<file path="config.mk">
export PLATFORM = sky130hd
export DESIGN_NAME = array_feeder
export DESIGN_NICKNAME = d
export VERILOG_FILES = /design/src/rtl/tpu_defs.sv /design/src/rtl/array_feeder_lane.sv /design/src/rtl/array_feeder.sv
export SDC_FILE = /design/constraint.sdc
export NUM_CORES = 1
export LEC_CHECK = 0
export ABC_CLOCK_PERIOD_IN_PS = 1800
export CAP_MARGIN = 40
export CORE_ASPECT_RATIO = 0.9
export CORE_UTILIZATION = 53
export DETAILED_ROUTE_END_ITERATION = 8
export PLACE_DENSITY_LB_ADDON = 0.2
export SLEW_MARGIN = 10
export SYNTH_ARGS = -nofsm -noshare
export SYNTH_HDL_FRONTEND = slang
export SYNTH_SLANG_ARGS = --single-unit
</file>
<file path="constraint.sdc">
create_clock -name clk -period 1.8 [get_ports clk]
set_clock_uncertainty 0.05 [all_clocks]
set_input_delay 0.18 -clock clk [delete_from_list [all_inputs] [get_ports clk]]
set_output_delay 0.18 -clock clk [all_outputs]
set_load 0.01 [all_outputs]
</file>
<file path="src/rtl/tpu_defs.sv">
`default_nettype none
// ============================================================================
// Module   : tpu_defs (package)
// Purpose  : Shared definitions for the 4x4 systolic MAC array and the
//            array_feeder that drives it. Holds element and accumulator
//            widths, the array dimension, the stream length and the feeder
//            state encoding.
// Revision : 1.0 - initial release
// ============================================================================
package tpu_defs;

  localparam int DATA_WIDTH = 8;          // A/B element width, signed
  localparam int ACC_WIDTH  = 16;         // array accumulator width
  localparam int N          = 4;          // array dimension
  localparam int STREAM_LEN = 3 * N - 2;  // cycles with we high
  localparam int CNT_WIDTH  = 4;          // holds 0..STREAM_LEN

  typedef enum logic [1:0] {
    IDLE   = 2'd0,
    STREAM = 2'd1,
    DONE   = 2'd2
  } state_t;

endpackage
`default_nettype wire

</file>
<file path="src/rtl/array_feeder_lane.sv">
`default_nettype none
// ============================================================================
// Module   : feeder_lane
// Purpose  : Selects the diagonally skewed element for one array lane.
//            Element k of the slice is presented when t == LANE + k;
//            every other count (and any cycle with en low) yields 0.
// Ports    : slice - N elements, element k in bits [DW*k +: DW]
//            t     - stream counter
//            en    - high only while streaming
//            elem  - selected element or 0
// Revision : 1.0 - initial release
// ============================================================================
module feeder_lane #(
  parameter int DATA_WIDTH = tpu_defs::DATA_WIDTH,
  parameter int N          = tpu_defs::N,
  parameter int CNT_WIDTH  = tpu_defs::CNT_WIDTH,
  parameter int LANE       = 0
) (
  input  logic [DATA_WIDTH*N-1:0] slice,
  input  logic [CNT_WIDTH-1:0]    t,
  input  logic                    en,
  output logic [DATA_WIDTH-1:0]   elem
);

  // Compare t against LANE+k rather than computing t-LANE, so counts below
  // LANE never wrap into a valid index.
  always_comb begin
    elem = '0;
    for (int k = 0; k < N; k++) begin
      if (en && (int'(t) == LANE + k)) begin
        elem = slice[k*DATA_WIDTH +: DATA_WIDTH];
      end
    end
  end

endmodule
`default_nettype wire

</file>
<file path="src/rtl/array_feeder.sv">
`default_nettype none
// ============================================================================
// Module   : array_feeder
// Purpose  : Input sequencer for the 4x4 systolic MAC array. Buffers one
//            activation matrix A and one weight matrix B (written a row at a
//            time) and, on start, streams them into a_in/b_in with the
//            diagonal skew the array needs, zero padded, holding we high for
//            STREAM_LEN cycles.
// Ports    : clk, rst_n         - clock, async active-low reset
//            ld_valid/ld_ready  - row load handshake (ready only in IDLE)
//            ld_sel, ld_row     - target matrix (0=A, 1=B) and row index
//            ld_data            - row elements, element j in [8j+7:8j]
//            start              - begin streaming (sampled in IDLE only)
//            busy, done         - not-IDLE flag, one-cycle completion pulse
//            a_in, b_in, we     - array data/enable inputs
// Revision : 1.0 - initial release
// ============================================================================
module array_feeder #(
  parameter int DATA_WIDTH = tpu_defs::DATA_WIDTH,
  parameter int N          = tpu_defs::N
) (
  input  logic                    clk,
  input  logic                    rst_n,
  input  logic                    ld_valid,
  output logic                    ld_ready,
  input  logic                    ld_sel,
  input  logic [1:0]              ld_row,
  input  logic [DATA_WIDTH*N-1:0] ld_data,
  input  logic                    start,
  output logic                    busy,
  output logic                    done,
  output logic [DATA_WIDTH*N-1:0] a_in,
  output logic [DATA_WIDTH*N-1:0] b_in,
  output logic                    we
);

  import tpu_defs::*;

  localparam logic [CNT_WIDTH-1:0] c_t_last = CNT_WIDTH'(STREAM_LEN - 1);

  // Row-major buffers: r_a[i] holds A row i, r_b[k] holds B row k.
  logic [DATA_WIDTH*N-1:0] r_a [N];
  logic [DATA_WIDTH*N-1:0] r_b [N];

  state_t                  r_state;
  logic [CNT_WIDTH-1:0]    r_t;
  logic                    r_busy;
  logic                    r_done;
  logic                    r_ld_ready;
  logic                    r_we;

  logic                    w_ld_fire;

  assign w_ld_fire = ld_valid && r_ld_ready;

  // --------------------------------------------------------------------------
  // Matrix buffers. Writes are only possible in IDLE because ld_ready is low
  // everywhere else; a write coinciding with start lands before t=0.
  // --------------------------------------------------------------------------
  always_ff @(posedge clk or negedge rst_n) begin
    if (!rst_n) begin
      for (int i = 0; i < N; i++) begin
        r_a[i] <= '0;
        r_b[i] <= '0;
      end
    end else if (w_ld_fire) begin
      if (ld_sel) begin
        r_b[ld_row] <= ld_data;
      end else begin
        r_a[ld_row] <= ld_data;
      end
    end
  end

  // --------------------------------------------------------------------------
  // Sequencer FSM. Status outputs are registered alongside the state so they
  // change on the same edge as the state they describe.
  // --------------------------------------------------------------------------
  always_ff @(posedge clk or negedge rst_n) begin
    if (!rst_n) begin
      r_state    <= IDLE;
      r_t        <= '0;
      r_busy     <= 1'b0;
      r_done     <= 1'b0;
      r_ld_ready <= 1'b1;
      r_we       <= 1'b0;
    end else begin
      case (r_state)
        IDLE: begin
          if (start) begin
            r_state    <= STREAM;
            r_t        <= '0;
            r_busy     <= 1'b1;
            r_ld_ready <= 1'b0;
            r_we       <= 1'b1;
          end
        end
        STREAM: begin
          r_t <= r_t + 1'b1;
          if (r_t == c_t_last) begin
            r_state <= DONE;
            r_we    <= 1'b0;
            r_done  <= 1'b1;
          end
        end
        DONE: begin
          r_state    <= IDLE;
          r_done     <= 1'b0;
          r_busy     <= 1'b0;
          r_ld_ready <= 1'b1;
        end
        default: begin
          r_state    <= IDLE;
          r_t        <= '0;
          r_done     <= 1'b0;
          r_busy     <= 1'b0;
          r_ld_ready <= 1'b1;
          r_we       <= 1'b0;
        end
      endcase
    end
  end

  assign busy     = r_busy;
  assign done     = r_done;
  assign ld_ready = r_ld_ready;
  assign we       = r_we;

  // --------------------------------------------------------------------------
  // Skew lanes. A lane i walks along row i of A; B lane j walks down
  // column j of B, so the column is gathered from the row-major buffer first.
  // r_we doubles as the lane enable: operands are zero outside STREAM.
  // --------------------------------------------------------------------------
  generate
    for (genvar g_i = 0; g_i < N; g_i++) begin : g_lane
      logic [DATA_WIDTH*N-1:0] w_b_col;

      for (genvar g_k = 0; g_k < N; g_k++) begin : g_col
        assign w_b_col[g_k*DATA_WIDTH +: DATA_WIDTH] =
          r_b[g_k][g_i*DATA_WIDTH +: DATA_WIDTH];
      end

      feeder_lane #(
        .DATA_WIDTH (DATA_WIDTH),
        .N          (N),
        .CNT_WIDTH  (CNT_WIDTH),
        .LANE       (g_i)
      ) u_a_lane (
        .slice (r_a[g_i]),
        .t     (r_t),
        .en    (r_we),
        .elem  (a_in[g_i*DATA_WIDTH +: DATA_WIDTH])
      );

      feeder_lane #(
        .DATA_WIDTH (DATA_WIDTH),
        .N          (N),
        .CNT_WIDTH  (CNT_WIDTH),
        .LANE       (g_i)
      ) u_b_lane (
        .slice (w_b_col),
        .t     (r_t),
        .en    (r_we),
        .elem  (b_in[g_i*DATA_WIDTH +: DATA_WIDTH])
      );
    end
  endgenerate

endmodule
`default_nettype wire

</file>
==> impl_metrics.xml, run 1 <==
<?xml version="1.0" encoding="UTF-8"?>
<metrics>
  <group name="run_status">
    <metric name="failed_checks" unit="">setup timing</metric>
    <metric name="status" unit="">complete, but fails checks</metric>
  </group>
  <group name="synth">
    <metric name="sequential_cell_area_fraction_in_the_yosys_report" unit="">0.532</metric>
    <metric name="synth_top_area_share" unit="">0.530</metric>
    <metric name="ys_seq_elements" unit="">266</metric>
    <metric name="synth_enable_flop_cells" unit="">0</metric>
    <metric name="ys_types" unit="">49</metric>
    <metric name="ys.flop_type" unit="">sky130_fd_sc_hd__dfrtp_1</metric>
    <metric name="adder_and_majority_gate_portion_of_the_synthesized_area" unit="">0.00400</metric>
    <metric name="multiplexer_share_of_the_synthesized_area" unit="">0.230</metric>
    <metric name="yosysTopAreaCell" unit="">sky130_fd_sc_hd__dfrtp_1</metric>
    <metric name="synth-compound-area-share" unit="">0.118</metric>
    <metric name="ys.warnings.count" unit="">0</metric>
    <metric name="yosys.area_share.simple" unit="">0.0758</metric>
    <metric name="synth.cell_area" unit="sq um">12500</metric>
    <metric name="synth_most_common_cell" unit="">sky130_fd_sc_hd__dfrtp_1</metric>
    <metric name="post_synth_inst_count" unit="">1010</metric>
    <metric name="yosys-top-cells-count" unit="">sky130_fd_sc_hd__dfrtp_1 (265), sky130_fd_sc_hd__mux2_2 (254), sky130_fd_sc_hd__a21oi_1 (75), sky130_fd_sc_hd__buf_2 (41), sky130_fd_sc_hd__clkbuf_1 (39)</metric>
    <metric name="postSynth.asyncResetShare" unit="">1.00</metric>
    <metric name="syn_area_per_cell" unit="sq um">12.4</metric>
    <metric name="syn_nets" unit="">1053</metric>
    <metric name="top_cells_by_area_in_the_synthesized_netlist" unit="">sky130_fd_sc_hd__dfrtp_1 (53%), sky130_fd_sc_hd__mux2_2 (23%), sky130_fd_sc_hd__a21oi_1 (3.0%)</metric>
    <metric name="synth_top_family_by_area" unit="">multiplexers</metric>
    <metric name="synth-xor-area-share" unit="">0.00140</metric>
  </group>
  <group name="detailed_routing">
    <metric name="vias" unit="">10800</metric>
    <metric name="route.detailed.vias_per_inst" unit="">6.83</metric>
    <metric name="drt-wirelength-per-cell" unit="um">31.8</metric>
    <metric name="dr.pass1.iters" unit="">5</metric>
    <metric name="antenna_left" unit="">0</metric>
    <metric name="initialDrtViolationCount" unit="">1222</metric>
    <metric name="finalWirelength" unit="um">50300</metric>
    <metric name="remaining_drc_errors" unit="">0</metric>
  </group>
  <group name="die">
    <metric name="placeableCoreArea" unit="sq um">22800</metric>
    <metric name="die_area" unit="sq um">24200</metric>
    <metric name="initial_utilization" unit="">0.548</metric>
    <metric name="fp.dieH" unit="um">148</metric>
    <metric name="chipWidth" unit="um">164</metric>
    <metric name="std_cell_rows" unit="">52</metric>
    <metric name="top_level_ports" unit="">107</metric>
  </group>
  <group name="power_and_ir_drop">
    <metric name="power_switching_share" unit="">0.365</metric>
    <metric name="internal-power" unit="mW">21.7</metric>
    <metric name="power_leakage" unit="nW">8.00</metric>
    <metric name="clock_power_share" unit="">0.179</metric>
    <metric name="totalPowerFinal" unit="mW">34.1</metric>
    <metric name="powerDensity" unit="nW/um^2">1860</metric>
    <metric name="power.share.combinational" unit="">0.489</metric>
    <metric name="seqPwrFrac" unit="">0.332</metric>
    <metric name="peakVddDrop" unit="mV">1.28</metric>
    <metric name="switchingPower" unit="mW">12.5</metric>
  </group>
  <group name="clocking">
    <metric name="cts_tree" unit="">yes</metric>
    <metric name="worst_skew_pair.late_latency" unit="ns">0.56</metric>
    <metric name="ctsHtreeMaxLevel" unit="">1</metric>
    <metric name="clock-sinks" unit="">266</metric>
    <metric name="clk_transition_reported_paths" unit="ns">0.08</metric>
    <metric name="ctsRootBufferMaster" unit="">sky130_fd_sc_hd__clkbuf_16</metric>
    <metric name="cts_buffers" unit="">28</metric>
    <metric name="deepest_clock_path_buffer_count" unit="">3</metric>
  </group>
  <group name="global_routing">
    <metric name="grt_start_max_net_pins" unit="">72</metric>
    <metric name="grt.total_usage" unit="">0.369</metric>
    <metric name="via_count_of_the_first_global_routing_pass" unit="">10500</metric>
    <metric name="overflow" unit="">0</metric>
    <metric name="antenna_found_initial" unit="">1</metric>
    <metric name="first_pass_grt_wire_length" unit="um">65800</metric>
  </group>
  <group name="worst_setup_path">
    <metric name="critPathLaunchType" unit="">flop</metric>
    <metric name="critical-path-slowest-cell" unit="">sky130_fd_sc_hd__dfrtp_1</metric>
    <metric name="cp_common_cell" unit="">sky130_fd_sc_hd__buf_6</metric>
    <metric name="path_class" unit="">flop to output pin</metric>
    <metric name="worstPathArrival" unit="ns">2.58</metric>
    <metric name="worst_setup_path_end_kind" unit="">output pin</metric>
    <metric name="worst_path_largest_cell_delay" unit="ns">0.43</metric>
    <metric name="path_buf_inv" unit="">6</metric>
    <metric name="worstPathCellList" unit="">buf_6 &gt; inv_6 &gt; ha_4 &gt; buf_6 &gt; buf_6 &gt; buf_12 &gt; nand2_1 &gt; a21oi_1 &gt; o22a_1 &gt; buf_2</metric>
    <metric name="critPathRequiredTime" unit="ns">1.57</metric>
    <metric name="crit_path_max_fanout" unit="">12</metric>
    <metric name="setup.reg_to_reg.worst_slack" unit="ns">-0.20</metric>
    <metric name="cpLargestDelayFamily" unit="">buffers and inverters</metric>
  </group>
  <group name="placed_design">
    <metric name="dp.cells" unit="">1436</metric>
    <metric name="io_buffers" unit="">106</metric>
    <metric name="globalplace.congestion" unit="">0.837</metric>
    <metric name="placed_wire_length_estimate_after_detailed_placement" unit="um">22700</metric>
    <metric name="instance_area_at_placement" unit="sq um">14900</metric>
  </group>
  <group name="timing">
    <metric name="fin_crit" unit="ns">2.81</metric>
    <metric name="report.final.slew_viol_count" unit="">0</metric>
    <metric name="tightestPinTransition" unit="ns">0.711</metric>
    <metric name="fin_setup_tns" unit="ns">-84.46</metric>
    <metric name="timing.final.setup_violations" unit="">316</metric>
    <metric name="slew_limit_headroom" unit="">0.525</metric>
    <metric name="maxClockFrequency" unit="MHz">356</metric>
    <metric name="finalHoldViolations" unit="">0</metric>
    <metric name="final_min_period_over_clock_period" unit="">1.56</metric>
    <metric name="fin_ws" unit="ns">-1.01</metric>
    <metric name="rsz_0062_raised_after_global_routing" unit="">yes</metric>
  </group>
  <group name="flow_run">
    <metric name="cap_violations" unit="">0</metric>
  </group>
  <group name="final_layout">
    <metric name="drive_gt1_frac" unit="">0.557</metric>
    <metric name="layoutNonFillerInstCount" unit="">1582</metric>
    <metric name="post-route-cell-area" unit="sq um">18300</metric>
    <metric name="final-seq-area" unit="sq um">6660</metric>
    <metric name="area_growth_syn_to_layout" unit="%">46.6</metric>
    <metric name="insertedDiodeCount" unit="">0</metric>
    <metric name="nNetsFinal" unit="">1307</metric>
    <metric name="fillerInstances" unit="">1153</metric>
    <metric name="multi_input_comb_area" unit="sq um">6760</metric>
  </group>
  <group name="worst_hold_path">
    <metric name="worst_hold_path_type" unit="">input port to asynchronous set/reset pin</metric>
  </group>
</metrics>
-- area by class of cell --
class,instances,share of cell area
Clock buffer,45,0.0461
Clock inverter,6,0.00600
Inverter,23,0.00519
Multi-Input combinational cell,636,0.368
Sequential cell,266,0.363
Tap cell,297,0.0203
Timing Repair Buffer,309,0.191
-- routing by layer --
layer | track usage | wire (um) | up-vias
li1 | - | - | 4233
met1 | 0.488 | 18600 | 5440
met2 | 0.569 | 22500 | 884
met3 | 0.0839 | 5690 | 249
met4 | 0.193 | 3410 | 2
met5 | 0 | 9 | -
-- sequential cells by signal (all words and copies together), names as in the netlist --
name and count:
r_a 128, we 1, ld_ready 1, r_state 2, r_t 4, g_lane.w_b_col 128, done 1, busy 1
-- worst register-to-register path: cells and delay by family (launching register included) --
kind,cells,cell delay (ns)
flops,1,0.56
buf+inv,3,0.43
simple gates,2,0.54
mux,1,0.30
-- timing repair --
item                                    in CTS  in global routing
endpoints found under the hold margin      265                  0
hold buffers                                 1                  0
gates cloned                                18                  7
resized for setup                          522                141
setup buffers                               67                 14
pin swaps                                   82                 50
endpoints found under the setup margin     225                324
-- per-stage QoR --
stage	hold WS, ns	setup slack, ns	utilization
after CTS	0.0582	-0.862	0.773
after global placement	0.0110	-0.695	0.653
after global routing	0.0655	-1.00	0.803
after floorplan	-0.166	-0.0845	-
after detailed placement	0.0122	-0.706	0.653
final	0.0384	-1.01	0.803
-- cells in the final DEF, fill, tap and decap left out, types with 22 or more instances in the layout --
| cell type | netlist | layout |
|---|---|---|
| sky130_fd_sc_hd__buf_4 | 1 | 77 |
| sky130_fd_sc_hd__dfrtp_1 | 265 | 262 |
| sky130_fd_sc_hd__mux2_2 | 254 | 129 |
| sky130_fd_sc_hd__a21oi_2 | 0 | 22 |
| sky130_fd_sc_hd__clkbuf_16 | 0 | 36 |
| sky130_fd_sc_hd__buf_6 | 3 | 54 |
| sky130_fd_sc_hd__a22o_1 | 24 | 24 |
| sky130_fd_sc_hd__clkdlybuf4s50_1 | 0 | 39 |
| sky130_fd_sc_hd__a21oi_1 | 75 | 52 |
| sky130_fd_sc_hd__buf_12 | 0 | 44 |
| sky130_fd_sc_hd__buf_2 | 41 | 59 |
| sky130_fd_sc_hd__mux2_4 | 0 | 127 |
-- power by group through the flow --
stage / Combinational (mW) / Clock [mW] / Sequential (mW)
after floorplan: 7.20 / 0 / 10.2
after global placement: 11.6 / 0 / 10.5
after detailed placement: 11.9 / 0 / 10.7
after CTS: 14.5 / 6.02 / 10.8
after global routing: 17.2 / 6.34 / 11.6
final: 16.7 / 6.10 / 11.3
-- cell families (layout without fill, tap and decap cells) --
family,Yosys count,count (layout)
DFF,266,266
muxes,256,256
AOI/OAI and AO/OA,221,221
and+or+nand+nor,153,153
buffers and inverters,108,383
adders and majority gates,4,4
xor gates and xnor gates,2,2
-- path summary, 6_finish.rpt --
kind                                             startpoint  depth (start not counted)                                 to
setup reg to reg                       ld_ready$_DFFE_PN1P_                          6   g_lane[2].w_b_col[5]$_DFFE_PN0P_
min in group clk                                      start                          3                     we$_DFFE_PN0P_
setup / recovery                         r_t[1]$_DFFE_PN0P_                         10                           a_in[20]
max in group asynchronous                             rst_n                          3                     we$_DFFE_PN0P_
hold reg to reg            g_lane[1].w_b_col[4]$_DFFE_PN0P_                          1   g_lane[1].w_b_col[4]$_DFFE_PN0P_
hold / removal                                        rst_n                          2  g_lane[0].w_b_col[24]$_DFFE_PN0P_
No activity file was read; power rests on OpenSTA's default activity.
==> run 2: changes to the inputs <==
--- a/config.mk
+++ b/config.mk
@@ -8,7 +8,7 @@
 export ABC_CLOCK_PERIOD_IN_PS = 1800
 export CAP_MARGIN = 40
 export CORE_ASPECT_RATIO = 0.9
-export CORE_UTILIZATION = 53
+export CORE_UTILIZATION = 30
 export DETAILED_ROUTE_END_ITERATION = 8
 export PLACE_DENSITY_LB_ADDON = 0.2
 export SLEW_MARGIN = 10
==> run 2 against run 1 <==
  * The flow still finishes with violations (setup timing)
  * Hold slack improved by 0.13 ns
  * Routed wire length is 5.9% lower
  * Non-clock buffer count down 26
  * Global-route usage down 16 points
  * Critical path depth shrank 3
  * First-iteration DRC count fell by 44%
  * Core utilization shrank 35 points
  * Sequential power shrank 4%
  * Clock power increased by 2%
  * Die area grew 76%
  * Sequential cell count is the same
  * Power fell by 6.5%
==> impl_metrics.xml, run 2 (synthesis results as in run 1) <==
<?xml version="1.0" encoding="UTF-8"?>
<metrics>
  <group name="clocking">
    <metric name="cts_buffers" unit="">31</metric>
    <metric name="ctsRootBufferMaster" unit="">sky130_fd_sc_hd__clkbuf_16</metric>
    <metric name="clk_transition_reported_paths" unit="ns">0.06</metric>
    <metric name="ctsHtreeMaxLevel" unit="">1</metric>
    <metric name="deepest_clock_path_buffer_count" unit="">3</metric>
    <metric name="clock-sinks" unit="">266</metric>
    <metric name="cts_tree" unit="">yes</metric>
    <metric name="worst_skew_pair.late_latency" unit="ns">0.56</metric>
  </group>
  <group name="power_and_ir_drop">
    <metric name="power_switching_share" unit="">0.344</metric>
    <metric name="power_leakage" unit="nW">7.92</metric>
    <metric name="switchingPower" unit="mW">11.0</metric>
    <metric name="internal-power" unit="mW">20.9</metric>
    <metric name="clock_power_share" unit="">0.194</metric>
    <metric name="power.share.combinational" unit="">0.463</metric>
    <metric name="peakVddDrop" unit="mV">0.785</metric>
    <metric name="powerDensity" unit="nW/um^2">1740</metric>
    <metric name="seqPwrFrac" unit="">0.343</metric>
  </group>
  <group name="die">
    <metric name="top_level_ports" unit="">107</metric>
    <metric name="fp.dieH" unit="um">196</metric>
    <metric name="die_area" unit="sq um">42500</metric>
    <metric name="std_cell_rows" unit="">70</metric>
    <metric name="chipWidth" unit="um">217</metric>
    <metric name="placeableCoreArea" unit="sq um">40900</metric>
    <metric name="initial_utilization" unit="">0.306</metric>
  </group>
  <group name="timing">
    <metric name="final_min_period_over_clock_period" unit="">1.48</metric>
    <metric name="finalHoldViolations" unit="">0</metric>
    <metric name="fin_worst_hold_slack" unit="ns">0.170</metric>
    <metric name="maxClockFrequency" unit="MHz">376</metric>
    <metric name="fin_setup_tns" unit="ns">-57.03</metric>
    <metric name="report.final.slew_viol_count" unit="">0</metric>
    <metric name="timing.final.setup_violations" unit="">233</metric>
    <metric name="tightestPinTransition" unit="ns">0.740</metric>
    <metric name="slew_limit_headroom" unit="">0.505</metric>
    <metric name="fin_crit" unit="ns">2.66</metric>
    <metric name="fin_ws" unit="ns">-0.859</metric>
    <metric name="rsz_0062_raised_after_global_routing" unit="">yes</metric>
  </group>
  <group name="global_routing">
    <metric name="grt.total_usage" unit="">0.207</metric>
    <metric name="antenna_found_initial" unit="">3</metric>
    <metric name="overflow" unit="">0</metric>
    <metric name="first_pass_grt_wire_length" unit="um">65300</metric>
    <metric name="via_count_of_the_first_global_routing_pass" unit="">9728</metric>
    <metric name="grt_start_max_net_pins" unit="">66</metric>
  </group>
  <group name="placed_design">
    <metric name="setup_slack_after_placement" unit="ns">-0.744</metric>
    <metric name="placed_wire_length_estimate_after_detailed_placement" unit="um">27000</metric>
    <metric name="dp.cells" unit="">1688</metric>
    <metric name="io_buffers" unit="">106</metric>
    <metric name="globalplace.congestion" unit="">0.763</metric>
  </group>
  <group name="worst_setup_path">
    <metric name="r2r.worst_path.cells" unit="">8</metric>
    <metric name="path_class" unit="">flop to output pin</metric>
    <metric name="worstPathArrival" unit="ns">2.43</metric>
    <metric name="worst_setup_path_end_kind" unit="">output pin</metric>
    <metric name="timing.rr.end" unit="">g_lane[3].w_b_col[16]$_DFFE_PN0P_</metric>
    <metric name="critPathRequiredTime" unit="ns">1.57</metric>
    <metric name="crit_path_max_fanout" unit="">8</metric>
    <metric name="critPathLaunchType" unit="">flop</metric>
    <metric name="setup.reg_to_reg.worst_slack" unit="ns">-0.14</metric>
    <metric name="reg2reg_from" unit="">ld_ready$_DFFE_PN1P_</metric>
  </group>
  <group name="final_layout">
    <metric name="area_growth_syn_to_layout" unit="%">46.6</metric>
    <metric name="nNetsFinal" unit="">1284</metric>
    <metric name="insertedDiodeCount" unit="">0</metric>
    <metric name="drive_gt1_frac" unit="">0.521</metric>
    <metric name="layoutNonFillerInstCount" unit="">1804</metric>
    <metric name="fillerInstances" unit="">3719</metric>
    <metric name="layout_common_cells" unit="">sky130_fd_sc_hd__dfrtp_1 (261), sky130_fd_sc_hd__mux2_4 (172), sky130_fd_sc_hd__mux2_2 (83), sky130_fd_sc_hd__buf_4 (76), sky130_fd_sc_hd__a21oi_1 (62)</metric>
    <metric name="layout_commonest_cell" unit="">sky130_fd_sc_hd__dfrtp_1</metric>
  </group>
  <group name="detailed_routing">
    <metric name="dr.pass1.iters" unit="">5</metric>
    <metric name="initialDrtViolationCount" unit="">686</metric>
    <metric name="antenna_left" unit="">0</metric>
    <metric name="finalWirelength" unit="um">47300</metric>
    <metric name="drt-wirelength-per-cell" unit="um">26.2</metric>
    <metric name="route.detailed.vias_per_inst" unit="">5.34</metric>
    <metric name="remaining_drc_errors" unit="">0</metric>
    <metric name="vias" unit="">9634</metric>
  </group>
  <group name="run_status">
    <metric name="status" unit="">complete, but fails checks</metric>
    <metric name="failed_checks" unit="">setup timing</metric>
  </group>
  <group name="worst_hold_path">
    <metric name="worst_hold_path_type" unit="">input port to asynchronous set/reset pin</metric>
  </group>
  <group name="flow_run">
    <metric name="cap_violations" unit="">0</metric>
  </group>
</metrics>
## run 2: changes by cell type in the layout (fill, tap and decap cells not counted), moves of 6 or more
cell                        change
sky130_fd_sc_hd__a21oi_1       +10
sky130_fd_sc_hd__buf_16         -7
sky130_fd_sc_hd__or4b_1         +6
sky130_fd_sc_hd__a21oi_2       -13
sky130_fd_sc_hd__clkbuf_16      +9
sky130_fd_sc_hd__buf_6         -16
sky130_fd_sc_hd__nor2_1         +9
sky130_fd_sc_hd__or4b_4         -6
sky130_fd_sc_hd__mux2_4        +45
sky130_fd_sc_hd__mux2_2        -46
## run 2: worst max-delay path: stages (launching register included)
cell and delay [ns]:
sky130_fd_sc_hd__dfrtp_2 0.44, sky130_fd_sc_hd__ha_4 0.20, sky130_fd_sc_hd__nor4bb_4 0.16, sky130_fd_sc_hd__bufbuf_16 0.29, sky130_fd_sc_hd__buf_8 0.13, sky130_fd_sc_hd__a221o_1 0.35, sky130_fd_sc_hd__o21ai_2 0.15, sky130_fd_sc_hd__buf_2 0.14
## run 2: power groups by stage
stage / logic (mW) / clock network, mW / registers (mW)
6_report: 14.8 / 6.20 / 10.9
5_1_grt: 15.7 / 6.55 / 11.3
4_1_cts: 13.3 / 6.33 / 10.8
3_5_place_dp: 12.1 / 0 / 10.7
3_3_place_gp: 12.0 / 0 / 10.7
2_1_floorplan: 7.20 / 0 / 10.2
## run 2: worst max-delay path by stage
| stage | startpoint | endpoint | depth (start not counted) |
|---|---|---|---|
| final | r_t[1]$_DFFE_PN0P_ | a_in[2] | 7 |
| after global routing | r_t[1]$_DFFE_PN0P_ | a_in[2] | 7 |
| after CTS | r_t[1]$_DFFE_PN0P_ | a_in[2] | 7 |
| after detailed placement | r_t[0]$_DFFE_PN0P_ | a_in[1] | 7 |
| after global placement | r_t[0]$_DFFE_PN0P_ | a_in[8] | 7 |
| after floorplan | r_t[0]$_DFFE_PN0P_ | b_in[12] | 6 |
## run 2: final cells by class
| class | count | area [sq um] | area share |
|---|---|---|---|
| clock buffer | 49 | 953 | 0.0520 |
| clock inverter | 7 | 43.8 | 0.00239 |
| inverter | 23 | 86.3 | 0.00471 |
| multi-input combinational | 636 | 6750 | 0.368 |
| sequential | 266 | 6660 | 0.363 |
| tap | 540 | 676 | 0.0368 |
| timing repair buffer | 283 | 3170 | 0.173 |
## run 2: timing repair
action                                  4_1_cts  5_1_grt
buffers inserted                             26       12
pin swaps                                    70       34
cloned                                        5       17
hold buffers                                  2        0
hold endpoints to repair                    265        0
endpoints found under the setup margin       67      308
resized for setup                           417      171
## run 2: metrics by stage
stage          power [mW]  utilization  instance area [sq um]
4_1_cts              30.4        0.418                  17100
3_3_place_gp         22.6        0.376                  15400
6_report             31.9        0.448                  18300
5_1_grt              33.6        0.448                  18300
2_1_floorplan        17.4            -                  12700
3_5_place_dp         22.9        0.376                  15400
## run 2: per-layer routing
metal	global-route usage	routed length, um	share of wire
met1	0.298	22500	0.48
met2	0.328	21600	0.46
met3	0.0260	1970	0.042
met4	0.0548	1220	0.026
met5	0	12	0.00025
